$ cat config.mk
export PLATFORM = sky130hd
export DESIGN_NAME = mem_port_ctrl
export DESIGN_NICKNAME = d
export VERILOG_FILES = /design/src/rtl/mem_port_ctrl_pkg.sv /design/src/rtl/mem_align.sv /design/src/rtl/mem_port_ctrl.sv
export SDC_FILE = /design/constraint.sdc
export NUM_CORES = 1
export LEC_CHECK = 0
export ABC_AREA = 1
export CORE_MARGIN = 2
export CORE_UTILIZATION = 46
export DETAILED_ROUTE_END_ITERATION = 8
export GPL_ROUTABILITY_DRIVEN = 1
export GPL_TIMING_DRIVEN = 0
export PLACE_DENSITY = 0.9
export RECOVER_POWER = 100
export SYNTH_ARGS = -nofsm -noshare
export SYNTH_HDL_FRONTEND = slang
export SYNTH_HIERARCHICAL = 1
export SYNTH_SLANG_ARGS = --single-unit
$ cat constraint.sdc
create_clock -name gclk -period 3.7 [get_ports gclk]
set_input_delay 0.74 -clock gclk [delete_from_list [all_inputs] [get_ports gclk]]
set_output_delay 0.74 -clock gclk [all_outputs]
set_load 0.01 [all_outputs]
$ cat src/rtl/mem_port_ctrl_pkg.sv
// rtl/mem_port_ctrl_pkg.sv - shared size and FSM state encodings for the memory port controller
package mem_port_ctrl_pkg;

  localparam logic [1:0] SZ_BYTE = 2'b00;
  localparam logic [1:0] SZ_HALF = 2'b01;
  localparam logic [1:0] SZ_WORD = 2'b10;
  localparam logic [1:0] SZ_ILL  = 2'b11;

  typedef enum logic [1:0] {
    IDLE  = 2'b00,
    ISSUE = 2'b01,
    WAIT  = 2'b10,
    RESP  = 2'b11
  } state_t;

endpackage

$ cat src/rtl/mem_align.sv
// rtl/mem_align.sv - byte enables, store replication, load shift/extend and misalign detection
module mem_align
  import mem_port_ctrl_pkg::*;
(
  input  logic [1:0]  off,
  input  logic [1:0]  size,
  input  logic        is_signed,
  input  logic [31:0] wdata,
  input  logic [31:0] rdata,
  output logic [3:0]  b_en,
  output logic [31:0] wdata_rep,
  output logic [31:0] ld_data,
  output logic        misalign
);

  logic [31:0] shifted;

  always_comb begin
    shifted   = rdata >> {off, 3'b000};
    b_en      = 4'b0000;
    wdata_rep = wdata;
    ld_data   = shifted;
    misalign  = 1'b0;
    case (size)
      SZ_BYTE: begin
        b_en      = 4'b0001 << off;
        wdata_rep = {4{wdata[7:0]}};
        ld_data   = {{24{is_signed & shifted[7]}}, shifted[7:0]};
      end
      SZ_HALF: begin
        b_en      = off[1] ? 4'b1100 : 4'b0011;
        wdata_rep = {2{wdata[15:0]}};
        ld_data   = {{16{is_signed & shifted[15]}}, shifted[15:0]};
        misalign  = off[0];
      end
      SZ_WORD: begin
        b_en     = 4'b1111;
        misalign = (off != 2'b00);
      end
      default: begin
        misalign = 1'b1;
      end
    endcase
  end

endmodule

$ cat src/rtl/mem_port_ctrl.sv
// rtl/mem_port_ctrl.sv - single-outstanding core-to-memory port controller (load/store FSM)
module mem_port_ctrl
  import mem_port_ctrl_pkg::*;
#(
  parameter int addr_w = 32,
  parameter int data_w = 32
) (
  input  logic              gclk,
  input  logic              resetn,
  input  logic              req_valid,
  output logic              req_ready,
  input  logic [addr_w-1:0] req_addr,
  input  logic              req_wen,
  input  logic [1:0]        req_size,
  input  logic              req_signed,
  input  logic [data_w-1:0] req_wdata,
  output logic              rsp_valid,
  output logic [data_w-1:0] rsp_rdata,
  output logic              rsp_error,
  output logic              rsp_misalign,
  output logic [addr_w-1:0] mem_addr,
  output logic [data_w-1:0] mem_wdata,
  output logic [3:0]        mem_b_en,
  output logic              mem_w_en,
  input  logic [data_w-1:0] mem_rdata,
  input  logic              mem_stall,
  input  logic              mem_error
);

  state_t            state_q, state_d;
  logic [1:0]        off_q, off_d;
  logic [1:0]        size_q, size_d;
  logic              wen_q, wen_d;
  logic              signed_q, signed_d;
  logic              misal_q, misal_d;
  logic              err_q, err_d;
  logic [data_w-1:0] rdata_q, rdata_d;
  logic [addr_w-1:0] mem_addr_q, mem_addr_d;
  logic [data_w-1:0] mem_wdata_q, mem_wdata_d;

  logic              idle;
  logic [1:0]        a_off, a_size;
  logic              a_signed, a_misalign;
  logic [3:0]        a_b_en;
  logic [31:0]       a_wdata, a_ld_data;

  // In IDLE the aligner looks at the incoming request; afterwards at the held one.
  assign idle     = (state_q == IDLE);
  assign a_off    = idle ? req_addr[1:0] : off_q;
  assign a_size   = idle ? req_size      : size_q;
  assign a_signed = idle ? req_signed    : signed_q;

  mem_align u_align (
    .off       (a_off),
    .size      (a_size),
    .is_signed (a_signed),
    .wdata     (req_wdata),
    .rdata     (mem_rdata),
    .b_en      (a_b_en),
    .wdata_rep (a_wdata),
    .ld_data   (a_ld_data),
    .misalign  (a_misalign)
  );

  always_comb begin
    state_d     = state_q;
    off_d       = off_q;
    size_d      = size_q;
    wen_d       = wen_q;
    signed_d    = signed_q;
    misal_d     = misal_q;
    err_d       = err_q;
    rdata_d     = rdata_q;
    mem_addr_d  = mem_addr_q;
    mem_wdata_d = mem_wdata_q;
    case (state_q)
      IDLE: begin
        if (req_valid) begin
          off_d    = req_addr[1:0];
          size_d   = req_size;
          wen_d    = req_wen;
          signed_d = req_signed;
          misal_d  = a_misalign;
          err_d    = 1'b0;
          rdata_d  = '0;
          if (a_misalign) begin
            state_d = RESP;
          end else begin
            state_d     = ISSUE;
            mem_addr_d  = {req_addr[addr_w-1:2], 2'b00};
            mem_wdata_d = a_wdata;
          end
        end
      end
      ISSUE: begin
        if (!mem_stall) state_d = wen_q ? RESP : WAIT;
      end
      WAIT: begin
        if (!mem_stall) begin
          rdata_d = a_ld_data;
          err_d   = mem_error;
          state_d = RESP;
        end
      end
      default: state_d = IDLE;
    endcase
  end

  always_ff @(posedge gclk or negedge resetn) begin
    if (!resetn) begin
      state_q     <= IDLE;
      off_q       <= '0;
      size_q      <= '0;
      wen_q       <= 1'b0;
      signed_q    <= 1'b0;
      misal_q     <= 1'b0;
      err_q       <= 1'b0;
      rdata_q     <= '0;
      mem_addr_q  <= '0;
      mem_wdata_q <= '0;
    end else begin
      state_q     <= state_d;
      off_q       <= off_d;
      size_q      <= size_d;
      wen_q       <= wen_d;
      signed_q    <= signed_d;
      misal_q     <= misal_d;
      err_q       <= err_d;
      rdata_q     <= rdata_d;
      mem_addr_q  <= mem_addr_d;
      mem_wdata_q <= mem_wdata_d;
    end
  end

  assign req_ready    = resetn && idle;
  assign mem_addr     = mem_addr_q;
  assign mem_wdata    = mem_wdata_q;
  assign mem_b_en     = (state_q == ISSUE || state_q == WAIT) ? a_b_en : 4'b0000;
  assign mem_w_en     = (state_q == ISSUE) && wen_q;
  assign rsp_valid    = (state_q == RESP);
  assign rsp_rdata    = rsp_valid ? rdata_q : '0;
  assign rsp_misalign = rsp_valid && misal_q;
  // Stores report the error the memory is driving in RESP; loads report the captured one.
  assign rsp_error    = rsp_valid && !misal_q && (wen_q ? mem_error : err_q);

endmodule

Word level (Yosys, flattened, before mapping)
Cells that the tools add are included.
Word-level totals
  bits in latches: 0
  memory bits (read-only): 0
  input port bits: 105
  register bits after elaboration: 104
  logic and storage cells: 61
  output and inout port bits: 105
  bits in writable memories: 0
  memories: 0
Cells by class
  bitwise gates (word level): 3
  mux-type cells: 23
  reductions and logical operators: 15
  div/mod/pow operators: 0
  multipliers: 0
  shift-type cells: 2
  equality and inequality tests: 8
  $add $sub $neg: 0
  $lt $le $gt $ge: 0
Operators with widths (number)
  32-bit case mux with 2 select lines: 3
  32-bit 2-to-1 mux: 3
  32-bit by 5-bit right shift with 32-bit output: 1
  2-bit 2-to-1 mux: 6
  4-bit case mux with 3 select lines: 1
  3-bit AND reduction: 3
  4-bit 2-to-1 mux: 2
  2-bit equality test (second input constant): 3
  2-bit != test (second input constant): 3
  2-bit case mux with 3 select lines: 1
  1-bit logical AND: 5
  1-bit 2-to-1 mux: 5
  2-bit by 1-bit equality test with 1-bit output (second input constant): 2
  2-bit logical NOT: 2
  2-bit nonzero test: 2
  1-bit by 2-bit left shift with 4-bit output (first input constant): 1
  1-bit case mux with 3 select lines: 1
  1-bit bitwise AND: 2
  1-bit case mux with 2 select lines: 1
  2-bit AND reduction: 1
  1-bit logical NOT: 1
  1-bit logical OR: 1
  1-bit NOT: 1

Logic depth before layout (Yosys ltp)
  depth in word-level cells: 7
  depth in mapped cells: 18

Modules after synthesis
The synthesis kept the hierarchy.
Modules (own cells, without submodules)
  mem_port_ctrl: area an instance 4783.3 sq um, cells each 637, sequential area each 2602.5 sq um, times used 1
  mem_align: area an instance 1191.1 sq um, cells each 262, sequential area each 0.0 sq um, times used 1

Worst setup path after synthesis
OpenSTA, ideal clock, no wires.
  kind: flip-flop to output port
  start point: register state_q[0]
  end point: output mem_b_en[1]
  cell stages (with the launch flop): 14
  arrival: 2174 ps
  path buffers: 3
  slack: 786 ps
  cell sequence: dfrtp_1 -> inv_1 -> ha_1 -> buf_4 -> clkinv_1 -> o21ai_0 -> inv_2 -> buf_6 -> nor2_4 -> buf_4 -> nand2_1 -> nand2_1 -> nand2_1 -> inv_1
Between the ends
  longest elaborated chain between the ends: 5
RTL lines
  from (decl): RTL line mem_port_ctrl.sv:30  | state_t state_q, state_d;
  from (signal assigned): RTL line mem_port_ctrl.sv:122  | state_q <= state_d;
  2-bit logical NOT: RTL line mem_port_ctrl.sv:48  | assign idle = (state_q == IDLE);
  2-bit 2-to-1 mux: RTL line mem_port_ctrl.sv:49  | assign a_off = idle ? req_addr[1:0] : off_q;
  via a_off[0]: RTL line mem_port_ctrl.sv:42  | logic [1:0] a_off, a_size;
  1-bit by 2-bit left shift with 4-bit output: RTL line mem_align.sv:26  | b_en = 4'b0001 << off;
  4-bit case mux with 3 select lines: RTL line mem_align.sv:24  | case (size)
  via a_b_en[1]: RTL line mem_port_ctrl.sv:44  | logic [3:0] a_b_en;
  4-bit 2-to-1 mux: RTL line mem_port_ctrl.sv:138  | assign mem_b_en = (state_q == ISSUE || state_q == WAIT) ? a_b_en : 4'b0000;
  to (decl): RTL line mem_port_ctrl.sv:23  | output logic [3:0] mem_b_en,
The timed path passes the listed nets, and every way through them passes these cells.

Final worst setup path
  start point: register state_q[1]
  end point: output mem_b_en[3]
Between the ends
  longest elaborated chain between the ends: 5
RTL lines
  2-bit logical NOT *: RTL line mem_port_ctrl.sv:48
  2-bit 2-to-1 mux *: RTL line mem_port_ctrl.sv:50  | assign a_size = idle ? req_size : size_q;
  via a_size[1]: RTL line mem_port_ctrl.sv:42
  2-bit equality test (tied with other cells): RTL line mem_align.sv:24
  4-bit case mux with 3 select lines *: RTL line mem_align.sv:24
  via a_b_en[3]: RTL line mem_port_ctrl.sv:44
  4-bit 2-to-1 mux *: RTL line mem_port_ctrl.sv:138
Mark *: on every way through the listed nets, which the timed path passes. The rest lies on a longest branch.

==> flow_summary.json <==
{
  "p_seq_frac": 0.269,
  "slowest_stage": "clkdlybuf4s50_1",
  "track_usage": 0.273,
  "place.gp.congestion": 0.958,
  "synth_cell_type_count": 23,
  "cts.htree.levels": 3,
  "cts_made_buffers": 9,
  "p_leak_nw": 5.23,
  "drc": 0,
  "ys_top_cells_by_count": "486 x nand2_1, 104 x dfrtp_1, 102 x inv_1",
  "synthTopCellsByArea": "dfrtp_1 44%, nand2_1 31%, inv_1 6.4%",
  "port_buffers": 207,
  "ff2ff_path_depth": 14,
  "cts.sinks": 104,
  "wire_per_inst_um": 14.3,
  "crit_family": "buffers and inverters",
  "power_density_mw_per_mm2": 820,
  "cp-end-kind": "output port",
  "seq_area_frac_synth": 0.436,
  "core_mm2": 0.0127,
  "worstPathArrival_ps": 2770,
  "die_y_um": 118,
  "synth.most_common_cell": "nand2_1",
  "violations": "capacitance limit, slew limit",
  "r2r_start": "state_q[1]",
  "area_delta_synth_final_pct": 44.2,
  "period_share": 0.949,
  "die_area_mm2": 0.0139,
  "synth-seq-cells": 104,
  "start_util": 0.472,
  "required_ps": 2960,
  "rsz0062_at_grt": "no",
  "clock.fmax_mhz": 285,
  "finalHoldViolations": 0,
  "p_int_w": 0.00381,
  "synthCells": 899,
  "fp-row-count": 41,
  "critPathMostFrequentCell": "nand2_1",
  "start_kind": "register",
  "avgSynthCellArea_um2": 6.65,
  "cts_buffer_depth": 2,
  "finClkSkew_ps": 5.31,
  "cts.clk_slew.worst_paths_ps": 70,
  "synth.yosys.warnings": 6,
  "critPathBufInv": 8,
  "synthFlopType": "dfrtp_1",
  "period_needed_ps": 3510,
  "timing.rr.end": "mem_wdata[18]",
  "worstSetupPathType": "register to output port",
  "p_sw_w": 0.00326,
  "timing.hold.ws_ps": 339,
  "synth-edff-count": 0,
  "p_sw_frac": 0.461,
  "cts_tree": "yes",
  "relSlewSlack": -0.116,
  "nets": 1235,
  "via_per_inst": 4.93,
  "drt_wl_total_um": 18700,
  "r2r_setup_slack_ps": 310,
  "drive_gt1_frac": 0.0673,
  "grt_max_degree": 69,
  "slowest_delay_ps": 540,
  "grt-ovfl-total": 0,
  "pwr-share-clk": 0.144,
  "antenna_found_initial": 0,
  "dpl.hpwl_um": 14000,
  "clk_latency_ps": 360,
  "path_max_fanout": 10,
  "grt_pass1_vias": 6127,
  "async_flop_share": 1.00,
  "setup_violations": 0,
  "yosys.area.top_type": "dfrtp_1",
  "final_cells": 1301,
  "status": "finished, violations left",
  "path_cells": "inv_1 > ha_1 > buf_4 > inv_8 > nand2_1 > o21ai_1 > buf_2 > inv_2 > buf_4 > nand2_1 > o21ai_0 > nand2_1 > inv_1 > clkdlybuf4s50_1",
  "grt_first_pass_wirelength_um": 30300,
  "drt-pass1-iter-count": 6,
  "drtIter0Drc": 482,
  "hold_path.class": "input port to async pin",
  "drv_slew": 69,
  "root_buffer": "clkbuf_16",
  "cap_violations": 1,
  "die_w_um": 118,
  "mappedNetlistArea_mm2": 0.00597,
  "io-pin-count": 210,
  "dp.cells": 1280,
  "max_slew.worst_pin.slew_ps": 1670,
  "synth_top_area_frac": 0.436,
  "ant_nets": 0,
  "dr_total_vias": 6415,
  "p_comb_frac": 0.587,
  "insertedDiodeCount": 0,
  "ir_worst_vdd_mv": 0.459
}
## metal layers
| layer | vias to the layer above | routed length (um) | global-route usage |
|---|---|---|---|
| met2 | 313 | 8810 | 0.456 |
| li1 | 3130 | - | - |
| met4 | 0 | 682 | 0.111 |
| met3 | 59 | 1430 | 0.0649 |
| met5 | - | 0 | 0 |
| met1 | 2913 | 7740 | 0.339 |
## worst register-to-register path: cells and delay by family, from the launching register on
family | cells | cell delay [ps]
AO/OA/AOI/OAI | 2 | 350
buffers and inverters | 6 | 1300
adder cells (fa/ha/maj) | 1 | 150
AND/OR/NAND/NOR | 5 | 1040
flip-flops | 1 | 450
## flip-flops by register name, indices dropped and copies added (netlist names)
signal and count:
size_q 2, wen_q 1, rdata_q 32, signed_q 1
misal_q 1, state_q 2, mem_wdata 32, err_q 1
mem_addr 30, off_q 2
## final cells by class
class                      instances  area, um2
fill                            1097       4060
multi-input combinational        633       2640
sequential                       104       2600
timing repair buffer             214       2120
inverter                         106        405
buffer                            56        314
clock buffer                      12        256
tap                              172        215
clock inverter                     4       58.8
## cell families (layout without fill, tap and decap cells)
group                      after synthesis  count (layout)  synth area share
and+or+nand+nor                        586             586             0.393
DFF                                    104             104             0.436
other                                    1               2          0.000628
buffers and inverters                  163             392             0.123
adders and majority gates                6               6            0.0126
AOI/OAI and AO/OA                       39              39            0.0360
## power groups by stage
| stage | sequential, W | clock, W | combinational [W] |
|---|---|---|---|
| floorplan | 0.00203 | 0 | 0.00234 |
| detailed placement | 0.00193 | 0 | 0.00414 |
| global route | 0.00197 | 0.00108 | 0.00460 |
| finish | 0.00190 | 0.00102 | 0.00414 |
| CTS | 0.00191 | 0.00104 | 0.00426 |
| global placement | 0.00191 | 0 | 0.00404 |
## how the worst max path moves through the flow
stage | cells after the start | start | slack, ps | end
5_1_grt | 14 | state_q[1] | 20 | mem_b_en[3]
3_5_place_dp | 10 | req_addr[1] | -210 | mem_b_en[3]
3_3_place_gp | 4 | resetn | -2540 | req_ready
2_1_floorplan | 13 | state_q[0] | 790 | mem_b_en[1]
6_report | 14 | state_q[1] | 190 | mem_b_en[3]
4_1_cts | 14 | state_q[1] | 20 | mem_b_en[0]
## layout by cell type, fill, tap and decap left out, types with 2 or more instances in the layout
| cell | Yosys | final |
|---|---|---|
| o21ai_0 | 26 | 22 |
| clkbuf_2 | 0 | 8 |
| dlygate4sd3_1 | 0 | 99 |
| inv_8 | 0 | 2 |
| a21oi_1 | 5 | 5 |
| clkbuf_8 | 0 | 2 |
| nor2_2 | 4 | 3 |
| clkbuf_1 | 8 | 13 |
| inv_1 | 102 | 104 |
| ha_1 | 6 | 6 |
| conb_1 | 1 | 2 |
| dlymetal6s2s_1 | 0 | 2 |
| nor2_4 | 2 | 2 |
| clkbuf_16 | 0 | 9 |
| o21ai_4 | 0 | 2 |
| buf_2 | 27 | 16 |
| buf_4 | 15 | 23 |
| nand3_1 | 68 | 71 |
| clkdlybuf4s50_1 | 0 | 105 |
| inv_6 | 0 | 2 |
| buf_6 | 4 | 2 |
| nand2_1 | 486 | 492 |
| buf_1 | 3 | 3 |
| nor2_1 | 16 | 17 |
| dfrtp_1 | 104 | 103 |
| a22oi_1 | 7 | 7 |
## repair_timing
action / CTS / global route
endpoints found under the setup margin: 4 / 4
hold buffers: 0 / 0
pin swaps: 0 / 0
resized for setup: 16 / 7
setup buffers: 3 / 3
## metrics by stage
| stage | area [um2] | worst slack (ps) | power [W] | util | setup TNS (ps) |
|---|---|---|---|---|---|
| after floorplan | 5980 | 786 | 0.00437 | - | 0 |
| after global placement | 8270 | -2540 | 0.00595 | 0.652 | -220340 |
| after detailed placement | 8290 | -213 | 0.00607 | 0.654 | -638 |
| after CTS | 8670 | 18.5 | 0.00721 | 0.684 | 0 |
| after global routing | 8620 | 18.4 | 0.00765 | 0.680 | 0 |
| final | 8620 | 187 | 0.00707 | 0.680 | 0 |
Note: power is estimated with default switching activity, not from simulation.
